==> config.mk <==
export PLATFORM = sky130hd
export DESIGN_NAME = muldiv_unit
export DESIGN_NICKNAME = d
export VERILOG_FILES = /design/src/rtl/muldiv_pkg.sv /design/src/rtl/md_addsub33.sv /design/src/rtl/muldiv_unit.sv
export SDC_FILE = /design/constraint.sdc
export NUM_CORES = 1
export LEC_CHECK = 0
export BUFFER_PORTS_ARGS = -buffer_cell sky130_fd_sc_hd__buf_2
export CAP_MARGIN = 20
export CORE_MARGIN = 2
export CORE_UTILIZATION = 55
export CTS_BUF_LIST = sky130_fd_sc_hd__clkbuf_4 sky130_fd_sc_hd__clkbuf_8
export DETAILED_ROUTE_END_ITERATION = 7
export GPL_ROUTABILITY_DRIVEN = 0
export PLACE_DENSITY = 0.86
export SYNTH_ARGS = -nofsm -noshare
export SYNTH_HDL_FRONTEND = slang
export SYNTH_SLANG_ARGS = --single-unit
export TNS_END_PERCENT = 30
==> constraint.sdc <==
create_clock -name clk -period 7.2 [get_ports clk]
set_input_delay 0 -clock clk [delete_from_list [all_inputs] [get_ports clk]]
set_output_delay 0 -clock clk [all_outputs]
set_load 0.005 [all_outputs]
==> src/rtl/muldiv_pkg.sv <==
// Shared execute-stage definitions: ALU opcodes plus the multiply/divide unit's
// operation codes, FSM states and iteration count.
package muldiv_pkg;

  localparam logic [3:0] ALU_ADD  = 4'd0;
  localparam logic [3:0] ALU_SUB  = 4'd1;
  localparam logic [3:0] ALU_AND  = 4'd2;
  localparam logic [3:0] ALU_OR   = 4'd3;
  localparam logic [3:0] ALU_XOR  = 4'd4;
  localparam logic [3:0] ALU_NOR  = 4'd5;
  localparam logic [3:0] ALU_SLT  = 4'd6;
  localparam logic [3:0] ALU_SLTU = 4'd7;
  localparam logic [3:0] ALU_SLL  = 4'd8;
  localparam logic [3:0] ALU_SRL  = 4'd9;
  localparam logic [3:0] ALU_SRA  = 4'd10;
  localparam logic [3:0] ALU_LUI  = 4'd11;

  typedef enum logic [1:0] {
    MD_MULT  = 2'd0,
    MD_MULTU = 2'd1,
    MD_DIV   = 2'd2,
    MD_DIVU  = 2'd3
  } md_op_t;

  typedef enum logic [1:0] {
    MD_IDLE   = 2'd0,
    MD_CALC   = 2'd1,
    MD_FINISH = 2'd2
  } md_state_t;

  localparam int MD_ITERATIONS = 32;

  // Bit 0 clear marks the signed variants (MULT, DIV).
  function automatic logic md_is_signed(input logic [1:0] op);
    return ~op[0];
  endfunction

endpackage

==> src/rtl/md_addsub33.sv <==
// Add/subtract with carry-out, shared by shift-add multiply and restoring divide.
// For subtraction cout=1 means no borrow (result non-negative).
module md_addsub33 #(
  parameter int W = 33
) (
  input  logic [W-1:0] x,
  input  logic [W-1:0] y,
  input  logic         sub,
  output logic [W-1:0] s,
  output logic         cout
);
  logic [W:0] r;

  assign r    = {1'b0, x} + {1'b0, (sub ? ~y : y)} + {{W{1'b0}}, sub};
  assign s    = r[W-1:0];
  assign cout = r[W];

endmodule

==> src/rtl/muldiv_unit.sv <==
// Iterative MULT/MULTU/DIV/DIVU unit with architectural HI/LO registers.
// One result bit per cycle through a single shared adder.
module muldiv_unit
  import muldiv_pkg::*;
#(
  parameter int WIDTH = 32
) (
  input  logic             clk,
  input  logic             reset,
  input  logic             start,
  input  logic [1:0]       op,
  input  logic [WIDTH-1:0] a,
  input  logic [WIDTH-1:0] b,
  input  logic             hi_we,
  input  logic             lo_we,
  input  logic [WIDTH-1:0] wdata,
  output logic             busy,
  output logic             done,
  output logic             div_by_zero,
  output logic [WIDTH-1:0] hi,
  output logic [WIDTH-1:0] lo
);
  localparam int CW = $clog2(MD_ITERATIONS);
  localparam logic [CW-1:0] LAST = CW'(MD_ITERATIONS - 1);

  md_state_t        state;
  md_op_t           op_r;
  logic [CW-1:0]    cnt;
  logic [WIDTH-1:0] dvs;     // multiplicand or divisor magnitude
  logic [WIDTH-1:0] acc;     // product upper half or partial remainder
  logic [WIDTH-1:0] mq;      // multiplier or quotient
  logic             neg_lo, neg_hi;

  logic             sgn_in, b_zero;
  logic [WIDTH-1:0] abs_a, abs_b;

  logic [WIDTH:0]   ax, ay, as;
  logic             asub, acout;

  logic [2*WIDTH-1:0] prod_n;
  logic [WIDTH-1:0]   mq_n, acc_n;

  assign sgn_in = md_is_signed(op);
  assign b_zero = (b == '0);
  assign abs_a  = (sgn_in && a[WIDTH-1]) ? ('0 - a) : a;
  assign abs_b  = (sgn_in && b[WIDTH-1]) ? ('0 - b) : b;

  assign prod_n = '0 - {acc, mq};
  assign mq_n   = '0 - mq;
  assign acc_n  = '0 - acc;

  // Multiply adds the multiplicand only when the multiplier LSB is set;
  // divide trial-subtracts the divisor from the left-shifted remainder.
  always_comb begin
    ax   = {1'b0, acc};
    ay   = '0;
    asub = 1'b0;
    if (op_r[1]) begin
      ax   = {acc, mq[WIDTH-1]};
      ay   = {1'b0, dvs};
      asub = 1'b1;
    end else if (mq[0]) begin
      ay   = {1'b0, dvs};
    end
  end

  md_addsub33 #(.W(WIDTH + 1)) u_addsub (
    .x    (ax),
    .y    (ay),
    .sub  (asub),
    .s    (as),
    .cout (acout)
  );

  always_ff @(posedge clk) begin
    if (reset) begin
      state       <= MD_IDLE;
      op_r        <= MD_MULT;
      cnt         <= '0;
      dvs         <= '0;
      acc         <= '0;
      mq          <= '0;
      neg_lo      <= 1'b0;
      neg_hi      <= 1'b0;
      busy        <= 1'b0;
      done        <= 1'b0;
      div_by_zero <= 1'b0;
      hi          <= '0;
      lo          <= '0;
    end else begin
      done <= 1'b0;
      case (state)
        MD_IDLE: begin
          if (start) begin
            op_r        <= md_op_t'(op);
            cnt         <= '0;
            busy        <= 1'b1;
            div_by_zero <= 1'b0;
            acc         <= '0;
            neg_lo      <= sgn_in & (a[WIDTH-1] ^ b[WIDTH-1]);
            neg_hi      <= sgn_in & (op[1] ? a[WIDTH-1] : (a[WIDTH-1] ^ b[WIDTH-1]));
            if (op[1]) begin
              dvs <= abs_b;
              mq  <= abs_a;
            end else begin
              dvs <= abs_a;
              mq  <= abs_b;
            end
            state <= MD_CALC;
            if (op[1] && b_zero) begin
              // Result is fixed: quotient all ones, remainder is the raw dividend.
              acc         <= a;
              mq          <= '1;
              neg_lo      <= 1'b0;
              neg_hi      <= 1'b0;
              div_by_zero <= 1'b1;
              state       <= MD_FINISH;
            end
          end else begin
            if (hi_we) hi <= wdata;
            if (lo_we) lo <= wdata;
          end
        end

        MD_CALC: begin
          cnt <= cnt + CW'(1);
          if (op_r[1]) begin
            if (acout) begin
              acc <= as[WIDTH-1:0];
              mq  <= {mq[WIDTH-2:0], 1'b1};
            end else begin
              acc <= ax[WIDTH-1:0];
              mq  <= {mq[WIDTH-2:0], 1'b0};
            end
          end else begin
            acc <= as[WIDTH:1];
            mq  <= {as[0], mq[WIDTH-1:1]};
          end
          if (cnt == LAST) state <= MD_FINISH;
        end

        MD_FINISH: begin
          if (op_r[1]) begin
            lo <= neg_lo ? mq_n : mq;
            hi <= neg_hi ? acc_n : acc;
          end else if (neg_lo) begin
            {hi, lo} <= prod_n;
          end else begin
            {hi, lo} <= {acc, mq};
          end
          done  <= 1'b1;
          busy  <= 1'b0;
          state <= MD_IDLE;
        end

        default: begin
          state <= MD_IDLE;
          busy  <= 1'b0;
        end
      endcase
    end
  end

endmodule
==> metrics.md <==
| Metric | Value |
|---|---|
| Outcome | `finished with violations` |
| Failing checks | `DRC` |
| Placeable core area | `0.0244 mm^2` |
| Fin. Hold Viols | `0` |
| Die X | `162 um` |
| Post-route ant nets | `0` |
| Critical path's slowest cell | `a41o_1` |
| Share of post-route cells with drive strength above 1 | `0.145` |
| Reg area | `0.00347 mm^2` |
| Syn avg cell area | `7.52 um^2` |
| Area occupied by multi-input gates | `0.00964 mm^2` |
| Worst EP required | `7.55 ns` |
| Post-synthesis async set-or-reset flop share | `0` |
| Layout net count | `2087` |
| Setup TNS | `0 ns` |
| Setup violations, final | `0` |
| First-pass GRT wire length | `77900 um` |
| Hold crit path type | `in -> reg` |
| Reg2reg start | `op_r[1]$_SDFFE_PP0P_` |
| Max frequency | `180 MHz` |
| CP most frequent cell | `inv_1` |
| MaxCap Viol Count | `0` |
| Clock tree root buffer cell | `clkbuf_8` |
| Worst-margin pin slew | `1.08 ns` |
| Hold_buf cts | `56` |
| WL final | `51400 um` |
| Starting Density | `0.563` |
| Final Slew Violations | `0` |
| Initial antenna violation count | `0` |
| Fin crit share | `0.774` |
| Worst relative slew slack | `0.279` |
| Synth-to-Final Area Change | `13.5%` |
| Worst path max stage delay | `0.87 ns` |
| Pre-Repair DR Iteration Count | `8` |
| Fillers | `2077` |
| FF-to-FF End | `acc[26]$_SDFFE_PP0P_` |
| Main combinational cell family by area after synthesis | `compound AO/OA/AOI/OAI gates` |
| Crit path to | `acc[26]$_SDFFE_PP0P_` |
| DP Area | `0.0146 mm^2` |
| Total number of vias | `15443` |
| Worst-Skew Late Latency | `0.50 ns` |
| CTS resizes | `0` |
| Detailed Place HPWL | `36300 um` |
| CTS clock-pin slew for the worst setup and hold paths | `0.10 ns` |
| Netlist cell types | `73` |
| Count of port buffers added during placement | `169` |
| DRC viols | `15` |
| Vias in the first global route | `14148` |
| Crit. path cell count | `12` |
| Synth Warn # | `0` |
| H-tree depth | `4` |
| Mux cell area share after synthesis | `0.104` |
| Synth Area in Simple Gates | `0.198` |
| Largest net degree at the start of global routing | `102` |
| Clock Skew | `0.0123 ns` |
| Drt via density | `6.76` |
| Delay-heaviest family, CP | `compound AO/OA/AOI/OAI gates` |
| EDFF count, synth | `0` |
| Worst Reg-to-Reg Cells | `12` |
| Layout Cells excl Fill | `2283` |
| CTS tree | `yes` |
| Synth Register Bits | `173` |
| Critical Path End Type | `flop` |
| Min Tclk post-route | `5.57 ns` |
| Total setup buffers inserted after CTS | `0` |
| Congestion Overflow GR | `0` |
| Peak VDD IR | `0.136 mV` |
| Gr usage total | `0.378` |
| FF-to-FF setup slack | `1.63 ns` |
| Worst path bufs/invs | `2` |
| Dpl cells | `2193` |
| Synth Area in Compound Gates | `0.268` |
| Post-Synth XOR/XNOR Area | `0.0938` |
| Chip height | `162 um` |
| Drt wl/cell | `22.5 um` |
| Crit path launch type | `flop` |
| Iteration-0 DRC count of the detailed router | `2642` |
| Unrepaired setup endpoints after global routing | `false` |
| CP arrival | `5.92 ns` |
| Antenna fix cells | `0` |
| Most common cell after layout, fill and taps aside | `nor2_1` |
| Die area | `0.0262 mm^2` |
| Synth Area in Adders | `0.0352` |
| Sequential share of the synthesized area | `0.252` |
| Crit-path cells | `inv_1 > a21boi_0 > inv_1 > ha_1 > nand2_1 > o31ai_1 > a31oi_1 > a211o_1 > a21oi_1 > a41o_1 > a221oi_1 > a2111oi_0` |
| I/O pins | `170` |
| Deepest clock path buffer count | `2` |
| Synthesized area | `0.0137 mm^2` |
| Syn Inst Count | `1825` |
| Crit Path Category | `reg -> reg` |
| Hold slack | `0.0106 ns` |
| Cell leakage power | `6.17 nW` |
| Ys flop type | `dfxtp_1` |
| Post-Syn Nets | `1966` |
| Cell row count | `57` |
| Sink Count | `173` |
| Final instance area | `0.0156 mm^2` |
| Commonest cells after routing, fill and taps aside | `198 x nor2_1, 184 x nand2_1, 172 x dfxtp_1, 168 x buf_2, 155 x a21oi_1` |
| Crit. Startpoint | `op_r[1]$_SDFFE_PP0P_` |
| Power, Total | `2.96 mW` |
| CTS buffer count | `17` |
| Pwr dens | `190 mW/mm^2` |
| Worst Path Max Fanout | `52` |
how the worst min path moves through the flow:
stage | startpoint | endpoint | slack (ns) | cells past startpoint
after detailed placement | wdata[25] | hi[25]$_SDFFE_PP0P_ | 0.33 | 3
after CTS | a[15] | acc[15]$_SDFFE_PP0P_ | 0.0008 | 3
final | b[16] | dvs[16]$_SDFFE_PP0P_ | 0.01 | 4
after global placement | wdata[25] | hi[25]$_SDFFE_PP0P_ | 0.32 | 3
after global routing | a[18] | acc[18]$_SDFFE_PP0P_ | 0.01 | 3
after floorplan | wdata[18] | hi[18]$_SDFFE_PP0P_ | 0.17 | 2
flip-flops by register name, indices dropped and copies added (netlist names), 2 cells and up:
signal,cells
acc,32
dvs,32
hi,32
lo,32
mq,32
cnt,5
state,2
power breakdown:
| part | internal (mW) | total, mW | leakage, nW | switching (mW) |
|---|---|---|---|---|
| Sequential | 1.04 | 1.18 | 1.42 | 0.146 |
| Clock | 0.337 | 0.757 | 0.213 | 0.420 |
| Combinational | 0.399 | 1.02 | 4.54 | 0.621 |
| Total | 1.77 | 2.96 | 6.17 | 1.19 |
worst min-delay path, stage by stage:
cell and delay [ns]:
buf_2 0.10, xnor2_1 0.11, o211ai_1 0.18, a21oi_1 0.07
metal layers:
metal / up-vias / global-route usage / wire length (um)
met5: - / 0 / 0
met4: 0 / 0.216 / 3390
met3: 279 / 0.106 / 6880
met2: 1226 / 0.586 / 22100
met1: 7001 / 0.473 / 19000
li1: 6937 / - / -
layout make-up:
cell class                 count  share of cell area
tap                          324              0.0260
multi-input combinational   1483               0.619
inverter                      28             0.00674
timing repair buffer         243              0.0992
clock inverter                13              0.0106
sequential                   173               0.222
clock buffer                  19              0.0164
logic make-up after synthesis:
| family | after synthesis |
|---|---|
| xor+xnor | 147 |
| fa+ha+maj | 38 |
| buf+inv | 169 |
| flops | 173 |
| mux | 138 |
| simple gates | 591 |
| compound gates | 569 |
stage by stage:
step                      worst slack (ns)   util
after floorplan                       2.78      -
after global placement                2.12  0.598
after detailed placement              1.92  0.598
after CTS                             1.86  0.638
after global routing                  1.21  0.639
final                                 1.63  0.639
cell usage after synthesis, drive strengths merged, types with 4 or more instances:
master   instances  area, um^2
mux2i           97         971
a21o            13        97.6
a31oi           18         113
a22oi            5        37.5
o211ai          17         128
o311ai           8        70.1
and2             8        50.1
o21ai          125         637
a211o           10        87.6
nand4            6        37.5
clkbuf         115         433
nor3            42         210
o22ai           26         163
nor2           200         751
nand2          184         691
a211oi          78         586
xor2            51         447
or4             14         113
nand3           28         140
nor4            20         125
dfxtp          173        3460
o21a             5        37.5
a21oi          155         776
or3             20         129
nor2b           15        93.8
or2              5        31.3
o31ai           23         173
ha              37         463
o41ai           14         138
inv             28         105
nand2b          23         151
xnor2           96         841
buf             26         116
and3            14        88.8
a311oi           4        35.0
a2111oi         11        96.3
mux2            41         462
a221oi          28         245
Note: power is estimated with default switching activity, not from simulation.
